File: config.mk
export PLATFORM = sky130hd
export DESIGN_NAME = core_sequencer
export DESIGN_NICKNAME = d
export VERILOG_FILES = /design/src/rtl/core_sequencer.sv
export SDC_FILE = /design/constraint.sdc
export NUM_CORES = 1
export LEC_CHECK = 0
export ABC_AREA = 1
export BUFFER_PORTS_ARGS = -buffer_cell sky130_fd_sc_hd__buf_2
export CAP_MARGIN = 20
export CORE_ASPECT_RATIO = 1.75
export CORE_MARGIN = 2
export CORE_UTILIZATION = 55
export CTS_CLUSTER_SIZE = 40
export DETAILED_ROUTE_END_ITERATION = 12
export GPL_TIMING_DRIVEN = 0
export PLACE_DENSITY = 0.93
export SYNTH_ARGS = -nofsm -noshare
export SYNTH_HDL_FRONTEND = slang
export SYNTH_SLANG_ARGS = --single-unit
File: constraint.sdc
create_clock -name clock -period 3.5 [get_ports clock]
set_input_delay 0.175 -clock clock [delete_from_list [all_inputs] [get_ports clock]]
set_output_delay 0.175 -clock clock [all_outputs]
set_load 0.01 [all_outputs]
File: src/rtl/core_sequencer.sv
// -----------------------------------------------------------------------------
// core_sequencer
//
// Run controller for the tape CPU. While the core is held stopped it owns the
// write ports of the tape and program memories. A session runs like this:
// optionally zero the whole tape, stream a program into program memory over a
// valid/ready port, run the core until its program counter leaves the program,
// then pulse done and return to idle.
//
// Ports
//   clock, reset            sole clock; asynchronous active-high reset
//   start                   begins a session (sampled only in IDLE)
//   prog_valid/ready/data/last
//                           program stream (3-bit opcodes, last marks the end)
//   core_pc                 the core's program counter, watched during RUN
//   core_run                high only in RUN; low holds the core stopped
//   tape_we/addr/wdata      tape clear port (data is always zero)
//   pmem_we/addr/wdata      program memory write port, one cycle after a beat
//   prog_len                number of opcodes loaded by the last load
//   busy, done, error       status: not idle, run-complete pulse, sticky overflow
//
// Every output is a register or a decode of registered state; prog_ready
// depends on the load-phase state only.
// -----------------------------------------------------------------------------
module core_sequencer #(
    parameter int TAPE_AW    = 16,
    parameter int PMEM_AW    = 16,
    parameter bit CLEAR_TAPE = 1'b1
) (
    input  logic               clock,
    input  logic               reset,
    input  logic               start,
    input  logic               prog_valid,
    output logic               prog_ready,
    input  logic [2:0]         prog_data,
    input  logic               prog_last,
    input  logic [PMEM_AW-1:0] core_pc,
    output logic               core_run,
    output logic               tape_we,
    output logic [TAPE_AW-1:0] tape_addr,
    output logic [7:0]         tape_wdata,
    output logic               pmem_we,
    output logic [PMEM_AW-1:0] pmem_addr,
    output logic [2:0]         pmem_wdata,
    output logic [PMEM_AW:0]   prog_len,
    output logic               busy,
    output logic               done,
    output logic               error
);

    typedef enum logic [2:0] {
        S_IDLE,
        S_CLEAR,
        S_LOAD,
        S_RUN,
        S_DONE
    } state_t;

    state_t             state_q;
    logic [TAPE_AW-1:0] tape_cnt_q;
    logic [PMEM_AW-1:0] pmem_cnt_q;
    // Set by the final accepted beat: the load phase spends one more cycle
    // issuing that beat's write before leaving, and accepts nothing meanwhile.
    logic               drain_q;
    logic               pmem_we_q;
    logic [PMEM_AW-1:0] pmem_addr_q;
    logic [2:0]         pmem_wdata_q;
    logic [PMEM_AW:0]   prog_len_q;
    logic               error_q;

    // Length recorded by the final beat. One bit wider than the counter so a
    // beat at the last address yields 2^PMEM_AW, both for a legal last beat
    // and for an overflow.
    logic [PMEM_AW:0]   prog_len_d;
    assign prog_len_d = {1'b0, pmem_cnt_q} + (PMEM_AW + 1)'(1);

    always_ff @(posedge clock or posedge reset) begin
        if (reset) begin
            state_q      <= S_IDLE;
            tape_cnt_q   <= '0;
            pmem_cnt_q   <= '0;
            drain_q      <= 1'b0;
            pmem_we_q    <= 1'b0;
            pmem_addr_q  <= '0;
            pmem_wdata_q <= '0;
            prog_len_q   <= '0;
            error_q      <= 1'b0;
        end else begin
            // NOTE: every state register here uses non-blocking assignment so
            // all of them update together from the values before the edge.
            pmem_we_q <= 1'b0;
            case (state_q)
                S_IDLE: begin
                    if (start) begin
                        if (CLEAR_TAPE) state_q <= S_CLEAR;
                        else            state_q <= S_LOAD;
                        tape_cnt_q <= '0;
                        pmem_cnt_q <= '0;
                        drain_q    <= 1'b0;
                        error_q    <= 1'b0;
                    end
                end
                S_CLEAR: begin
                    // The counter wraps back to 0 after the last tape address,
                    // which is exactly the value it needs on leaving CLEAR.
                    tape_cnt_q <= tape_cnt_q + TAPE_AW'(1);
                    if (tape_cnt_q == '1) state_q <= S_LOAD;
                end
                S_LOAD: begin
                    if (drain_q) begin
                        drain_q <= 1'b0;
                        if (error_q) state_q <= S_IDLE;
                        else         state_q <= S_RUN;
                    end else if (prog_valid) begin
                        pmem_we_q    <= 1'b1;
                        pmem_addr_q  <= pmem_cnt_q;
                        pmem_wdata_q <= prog_data;
                        pmem_cnt_q   <= pmem_cnt_q + PMEM_AW'(1);
                        // A beat filling the last address without prog_last is
                        // an overflow: it is still written, but the core never runs.
                        if (prog_last || pmem_cnt_q == '1) begin
                            prog_len_q <= prog_len_d;
                            drain_q    <= 1'b1;
                            if (!prog_last) error_q <= 1'b1;
                        end
                    end
                end
                S_RUN: begin
                    if ({1'b0, core_pc} >= prog_len_q) state_q <= S_DONE;
                end
                S_DONE: begin
                    state_q <= S_IDLE;
                end
                default: begin
                    state_q <= S_IDLE;
                end
            endcase
        end
    end

    assign prog_ready = (state_q == S_LOAD) && !drain_q;
    assign core_run   = (state_q == S_RUN);
    assign tape_we    = (state_q == S_CLEAR);
    assign tape_addr  = tape_cnt_q;
    assign tape_wdata = '0;
    assign pmem_we    = pmem_we_q;
    assign pmem_addr  = pmem_addr_q;
    assign pmem_wdata = pmem_wdata_q;
    assign prog_len   = prog_len_q;
    assign busy       = (state_q != S_IDLE);
    assign done       = (state_q == S_DONE);
    assign error      = error_q;

endmodule

# Word-level counts from Yosys, hierarchy flattened
# Index checks and enable logic that the tools add are counted.
# totals
reg_bits	74
out_inout_bits	67
# classes
reduce_logical	14
mux	24
n_bitwise	1
eq_ne	14
order_cmp	1
n_addsub	3
# ops
op	count
one-hot mux 16 bit (2 select lines)	2
two-way mux 16 bit	3
adder 16 x 1 -> 16 bit (second input constant)	2
== test 16 bit (second input constant)	2
adder 16 x 1 -> 17 bit (second input constant)	1
greater-or-equal comparator 16 x 17 -> 1 bit	1
two-way mux 3 bit	4
inequality test 2 bit (second input constant)	6
one-hot mux 3 bit (4 select lines)	1
AND reduction 4 bit	3
two-way mux 1 bit	11
== test 3 x 2 -> 1 bit (second input constant)	2
AND reduction 6 bit	1
inequality test 2 x 1 -> 1 bit (second input constant)	2
one-hot mux 1 bit (2 select lines)	2
AND reduction 2 bit	2
nonzero test 2 bit	2
== test 3 x 1 -> 1 bit (second input constant)	1
== test 3 bit (second input constant)	1
logical NOT 3 bit	1
AND reduction 3 bit	1
nonzero test 3 bit	1
two-way mux 2 bit	1
logical AND 1 bit	1
other kinds (3)	3

# Depth between registers and ports, before layout
# Gate-level depths: netlist of run 1.
# logic_depth
depth_word	6
depth_mapped	15
ltp_nobuf	15

# Worst setup path before layout of run 1
# No wires, ideal clock.
# synth_path
path_kind	reg-to-reg
from	register pmem_cnt_q[0]
to	register prog_len_q[12] (netlist: prog_len[12])
required_ns	3.382
path_stages_with_launch	11
period_less_slack_ns	1.666
slack_ns	1.834
arrival_time_ns	1.548
path_cell_list	dfrtp_1 -> ha_1 -> nand2_2 -> nor2_4 -> nand3_4 -> nor2_4 -> a31o_4 -> nand2_4 -> buf_6 -> nor2_1 -> nor2_1
# synth_between
elab_chain_cells	3
elab_cells_between_ends	4
# synth_rtl
element	line_no	text
from (decl)	61	logic [PMEM_AW-1:0] pmem_cnt_q;
from (signal assigned)	118	pmem_cnt_q <= pmem_cnt_q + PMEM_AW'(1);
branches (longest 3 deep; another with adder 16 x 1 -> 17 bit)	-	
to (signal assigned)	122	prog_len_q <= prog_len_d;
to (decl)	68	logic [PMEM_AW:0] prog_len_q;
# Several ways; the timed one is not identified.
# A chain may end at the register's enable or synchronous reset.

# Final worst setup path of run 1
# layout_path
from	register state_q[0]
to	register pmem_cnt_q[6]
# layout_between
elab_chain_cells	3
elab_cells_between_ends	8
# layout_rtl
element	line_no	text
from (decl)	59	state_t state_q;
from (signal assigned)	79	state_q <= S_IDLE;
from (signal assigned)	95	if (CLEAR_TAPE) state_q <= S_CLEAR;
from (signal assigned)	96	else state_q <= S_LOAD;
== test 3 x 2 -> 1 bit or logical NOT 3 bit (tied branches)	92	case (state_q)
inequality test 2 bit (no source line) or nonzero test 2 bit (tied branches)	-	
AND reduction 4 bit (no source line)	-	
# Parallel ways exist; a longest one is shown, timed or not.

==> impl_metrics.ini, run 1 <==
[setup_path]
crit_type = register to register
max_stage_delay_ps = 420
slowest_stage = dfrtp_1
critPathCaptureType = register
cp_cell_sequence = inv_1 > nand3_1 > nor2_1 > nor2_1 > inv_1 > buf_2 > o22ai_1
critPathMaxFanout = 10
reg2reg_depth = 7
r2r_end = pmem_cnt_q[6]$_DFFE_PP0P_
worst_ep_required_time_ps = 3690
ff2ff_setup_slack_ps = 1450
crit_arrival_ps = 2240
setup.worst_path.start_class = register
reg2reg_from = state_q[0]$_DFFE_PP0P_

[layout]
finalNetCount = 634
final_cell_mix = 115 x nand2_1, 84 x buf_2, 74 x dfrtp_1
seqCellArea_mm2 = 0.00185
fill_cells = 585
area_growth_pct = 21.1
layout_commonest_cell = nand2_1
drive_above_1_share = 0.224
diodes = 0
multiInputGateArea_mm2 = 0.00178

[floorplan]
num_rows = 41
die-area_mm2 = 0.00805
io_pins = 91
coreArea_mm2 = 0.00718
die_w_um = 68.7
die_height_um = 117
start_util = 0.561

[detailed_routing]
dr.first_iter.drc_count = 271
dr.pass1.iters = 5
avgRoutedWirePerCell_um = 14.9
vias = 3748
postRouteAntennaNets = 0
drc_errors = 0
drt-total-wl_um = 10200
routed_via_density = 5.49

[sta]
relSlewSlack = 0.399
worst_slew_pin_slew_ps = 901
drv_slew = 0
final.setup.tns_ps = 0
fin_crit_ps = 2050
fmax_ghz = 0.488
finClkSkew_ps = 7.05
final-hold-violation-count = 0
finalCritPeriodShare = 0.586
setup_violations = 0
rsz0062_at_grt = false

[placement]
io_buffers = 82
place.gp.congestion = 0.862
post-dp-hpwl_um = 7560

[flow_run]
drv_cap = 0

[pwr]
pwr-share-comb = 0.390
p_switching_mw = 1.48
totalPowerFinal_mw = 3.71
p_leak_nw = 2.57
ir_worst_vdd_mv = 0.454
internal-power_mw = 2.23
seqPwrFrac = 0.363
switching_share = 0.399
p_per_area_mw_per_mm2 = 761
clkPwrFrac = 0.247

[logic_synthesis]
syn_avg_cell_area_um2 = 8.19
synth_area_leader_cell = dfrtp_1
syn-cell-area_mm2 = 0.00403
yosysSeqAreaShare = 0.460
ys_warn_count = 0
synth_area_leaders = dfrtp_1 46%, nand2_1 11%, inv_1 6.8%, ha_1 5.6%, o21ai_0 4.2%
yosysTopAreaCellShare = 0.460
yosysUniqueCellTypes = 37
ys_seq_elements = 74
synth_cells = 492

[cts]
clk_root_buffer_cell = clkbuf_16
cts_resized = 0
cts-htree-levels = 3
cts_tree = done
numClockSinks = 74
cts_setup_buffers = 0
cts_hold_buf = 0
clkSlewWorstSetupHoldPaths_ps = 50
clock_path_buffers = 2
numCtsBuffers = 9
clock_latency_ps = 340

[global_route]
grt_max_degree = 75
grt_overflow = 0
grtUsageTotal = 0.271
antenna_found_initial = 0
grt_pass1_wl_um = 16100
grt_pass1_vias = 3678

[outcome]
status = finished clean

[hold_path]
min_path_type = primary input to asynchronous set/reset pin
sequential cells by signal, summed over array words and instances, names as in the netlist:
name	cells
pmem_we	1
drain_q	1
pmem_addr	16
pmem_cnt_q	16
pmem_wdata	3
error	1
prog_len	17
state_q	3
tape_addr	16
critical path: cells and delay by family (launching register included):
| family | cells | cell delay, ps |
|---|---|---|
| AOI/OAI and AO/OA | 1 | 120 |
| buffers and inverters | 3 | 570 |
| and+or+nand+nor | 3 | 790 |
| DFF | 1 | 420 |
worst max path at each step:
stage	startpoint	to	slack, ps
floorplan	reset	drain_q$_DFFE_PP0P_	1440
global placement	reset	pmem_addr[14]$_DFFE_PP0P_	610
detailed placement	pmem_cnt_q[0]$_DFFE_PP0P_	prog_len[13]$_DFFE_PP0P_	1540
finish	state_q[0]$_DFFE_PP0P_	pmem_cnt_q[6]$_DFFE_PP0P_	1450
CTS	pmem_cnt_q[0]$_DFFE_PP0P_	prog_len[13]$_DFFE_PP0P_	1500
global route	tape_addr[0]$_DFFE_PP0P_	state_q[1]$_DFFE_PP0P_	1290
cells by family after synthesis:
logic type	share of synthesized area
XOR/XNOR	0.0391
buffers and inverters	0.104
multiplexers	0.00528
other	0.000931
adder cells (fa/ha/maj)	0.0559
AND/OR/NAND/NOR	0.235
flip-flops	0.460
AO/OA/AOI/OAI	0.100
synth_stat cells, drive strengths merged:
library cell and number:
a21boi 1, a21oi 16, a22o 1, a22oi 1, a31o 1, buf 15, clkbuf 4, clkinv 1
conb 1, dfrtp 74, ha 18, inv 77, mux2 1, mux2i 1, nand2 117, nand3 32
nand4 3, nor2 40, nor3 20, o211a 1, o21a 2, o21ai 35, o22ai 12, xnor2 1
xor2 17
metrics by stage:
stage	util	instances	instance area (µm²)	setup WS, ps	hold WS [ps]
after floorplan	-	499	4060	1440	292
after global placement	0.637	667	4570	614	376
after detailed placement	0.637	667	4580	1540	383
after CTS	0.679	683	4880	1500	34.1
after global routing	0.679	683	4880	1290	56.2
final	0.679	683	4880	1450	33.5
power groups by stage:
stage	Combinational [mW]	Clock, mW	Sequential, mW
after floorplan	0.826	0	1.42
after global placement	1.35	0	1.34
after detailed placement	1.43	0	1.35
after CTS	1.45	0.927	1.34
after global routing	1.63	0.963	1.38
final	1.45	0.917	1.35
layer usage:
layer | global-route usage | up-vias | wire length [µm]
met5 | 0 | - | 0
li1 | - | 1756 | -
met1 | 0.273 | 1798 | 3670
met4 | 0.161 | 0 | 376
met2 | 0.490 | 162 | 5520
met3 | 0.0574 | 32 | 593
area by class of cell:
type,instances,share of cell area
plain buffers,19,0.0259
clock buffers,15,0.0610
clock inverters,1,0.00103
inverters,78,0.0605
multi-input cells,328,0.366
flip-flops and latches,74,0.380
well taps,86,0.0221
repair buffers,82,0.0841
Note: power is estimated with default switching activity, not from simulation.
==> inputs of run 2 (changes only) <==
CORE_UTILIZATION = 54   (was 55)
PLACE_DENSITY = 0.92   (was 0.93)
clock period = 1.9 ns   (was 3.5 ns; I/O delays follow)
==> run 2 against run 1 <==
  * Critical path depth grew 3
  * Worst hold slack gained 29 ps
  * Flip-flop and latch count is the same
  * Via count grew 0.77%
  * Setup slack lost 1400 ps
  * Largest power group unchanged
  * Total power grew 83%
  * Clock-buffer cell count shrank 2
  * Fmax grew 8.9%
  * First-iteration DRC count grew 5.5%
  * Clock power grew 66%
  * Critical endpoint is now state_q[1]$_DFFE_PP0P_
  * Final area grew 2.5%
==> impl_metrics.ini, run 2 (same netlist as run 1, synthesis figures left out) <==
[outcome]
status = finished clean

[sta]
holdWs_ps = 62.3
finalCritPeriodShare = 0.991
fin_crit_ps = 1880
relSlewSlack = 0.459
fmax_ghz = 0.531
worst_slew_pin_slew_ps = 810
drv_slew = 0
final-hold-violation-count = 0
finClkSkew_ps = 4.15
setup_violations = 0

[setup_path]
critPathCaptureType = register
slowest_stage = dfrtp_1
reg2reg_from = tape_addr[1]$_DFFE_PP0P_
reg2reg_depth = 10
cpMostUsedCell = nand2_1
setup.worst_path.start_class = register
worst_ep_required_time_ps = 2120
r2r_end = state_q[1]$_DFFE_PP0P_
cp_cell_sequence = ha_1 > nand4_1 > nor3_2 > inv_1 > nor2_1 > nor2_1 > nor2_2 > nand2_1 > nand2_1 > nand2_1
crit_type = register to register
crit_arrival_ps = 2110
max_stage_delay_ps = 390
ff2ff_setup_slack_ps = 20
critPathMaxFanout = 4

[layout]
largest_reg_flops = 17
diodes = 0
drive_above_1_share = 0.245
layout_commonest_cell = nand2_1
area_growth_pct = 24.1
final_area_mm2 = 0.00500
final_cell_mix = 113 x nand2_1, 84 x buf_2, 73 x dfrtp_1
finalNetCount = 649

[placement]
place.gp.congestion = 0.920
post-dp-hpwl_um = 7400
placed_cell_area_mm2 = 0.00460
io_buffers = 82

[pwr]
switching_share = 0.402
p_switching_mw = 2.73
clkPwrFrac = 0.224
p_leak_nw = 2.62
pwr-share-comb = 0.412
ir_worst_vdd_mv = 0.919
p_per_area_mw_per_mm2 = 1360
seqPwrFrac = 0.364
internal-power_mw = 4.06

[cts]
clock_path_buffers = 2
numCtsBuffers = 9
clock_latency_ps = 340
clkSlewWorstSetupHoldPaths_ps = 60
numClockSinks = 74
cts-htree-levels = 3
clk_root_buffer_cell = clkbuf_16
cts_tree = done

[detailed_routing]
dr.first_iter.drc_count = 286
dr.pass1.iters = 6
vias = 3777
drt-total-wl_um = 10100
avgRoutedWirePerCell_um = 14.5
postRouteAntennaNets = 0
routed_via_density = 5.41
drc_errors = 0

[floorplan]
coreArea_mm2 = 0.00723
die_height_um = 118
start_util = 0.557
num_rows = 41
io_pins = 91
die-area_mm2 = 0.00820
die_w_um = 69.3

[hold_path]
worstHoldEndpoint = prog_len[16]$_DFFE_PP0P_
min_from = prog_last
hold_path_depth = 4
min_path_type = primary input to register

[global_route]
grt_pass1_wl_um = 16600
antenna_found_initial = 0
grtUsageTotal = 0.251
grt_pass1_vias = 3721
grt_overflow = 0
grt_max_degree = 40

[flow_run]
drv_cap = 0
-- run 2: cell count changes in the layout (fill, tap and decap cells not counted), moves of 2 or more --
cell,before,now
buf_4,12,22
nor2_1,36,34
clkbuf_8,5,1
dlygate4sd3_1,0,4
nand2_1,115,113
nand2_2,1,3
clkbuf_1,5,7
clkinv_2,1,3
-- run 2: cell type report --
cell class                      instances  area (µm²)
Fill cell                             532        2230
Inverter                               78         297
Clock inverter                          3        15.0
Tap cell                               86         108
Sequential cell                        74        1850
Clock buffer                           13         250
Multi-Input combinational cell        328        1810
Timing Repair Buffer                   97         546
Buffer                                 19         126
-- run 2: what timing repair did --
item                                   4_1_cts  5_1_grt
resized for setup                            3        5
hold buffers                                 4        0
setup endpoints to repair                   24       32
pin swaps                                    0        4
buffers inserted                             0       10
endpoints found under the hold margin       38        0
-- run 2: worst max-delay path, delay by kind of cell (launching register included) --
family                     cells  cell delay, ps
adders and majority gates      1             220
DFF                            1             390
and+or+nand+nor                8            1050
buffers and inverters          1             120
-- run 2: stage by stage --
step                utilization  TNS [ps]  power, mW  instances  worst slack (ps)
finish                    0.691         0       6.80        698              17.5
global route              0.691      -111       7.27        698             -51.8
CTS                       0.679         0       6.67        688              5.11
detailed placement        0.636      -288       5.11        668             -56.8
global placement          0.633         0       4.97        667              14.0
floorplan                     -         0       4.14        499               234
-- run 2: how the worst max path moves through the flow --
stage,depth (start not counted),endpoint,slack (ps),start
after floorplan,10,prog_len[12]$_DFFE_PP0P_,230,pmem_cnt_q[0]$_DFFE_PP0P_
after global placement,10,prog_len[14]$_DFFE_PP0P_,10,pmem_cnt_q[0]$_DFFE_PP0P_
after detailed placement,10,prog_len[14]$_DFFE_PP0P_,-60,pmem_cnt_q[0]$_DFFE_PP0P_
after CTS,10,prog_len[14]$_DFFE_PP0P_,5,pmem_cnt_q[0]$_DFFE_PP0P_
after global routing,10,state_q[1]$_DFFE_PP0P_,-50,tape_addr[1]$_DFFE_PP0P_
final,10,state_q[1]$_DFFE_PP0P_,20,tape_addr[1]$_DFFE_PP0P_
-- run 2: power groups by stage --
| stage | logic, mW | registers, mW | clock network (mW) |
|---|---|---|---|
| finish | 2.80 | 2.47 | 1.52 |
| global route | 3.13 | 2.53 | 1.61 |
| CTS | 2.65 | 2.48 | 1.55 |
| detailed placement | 2.60 | 2.50 | 0 |
| global placement | 2.50 | 2.47 | 0 |
| floorplan | 1.52 | 2.62 | 0 |
-- run 2: routing by layer --
layer	vias up	global-route usage	routed length (µm)
met1	1781	0.268	3700
met4	0	0.142	463
met3	42	0.0460	568
met2	168	0.456	5400
li1	1786	-	-
met5	-	0	0
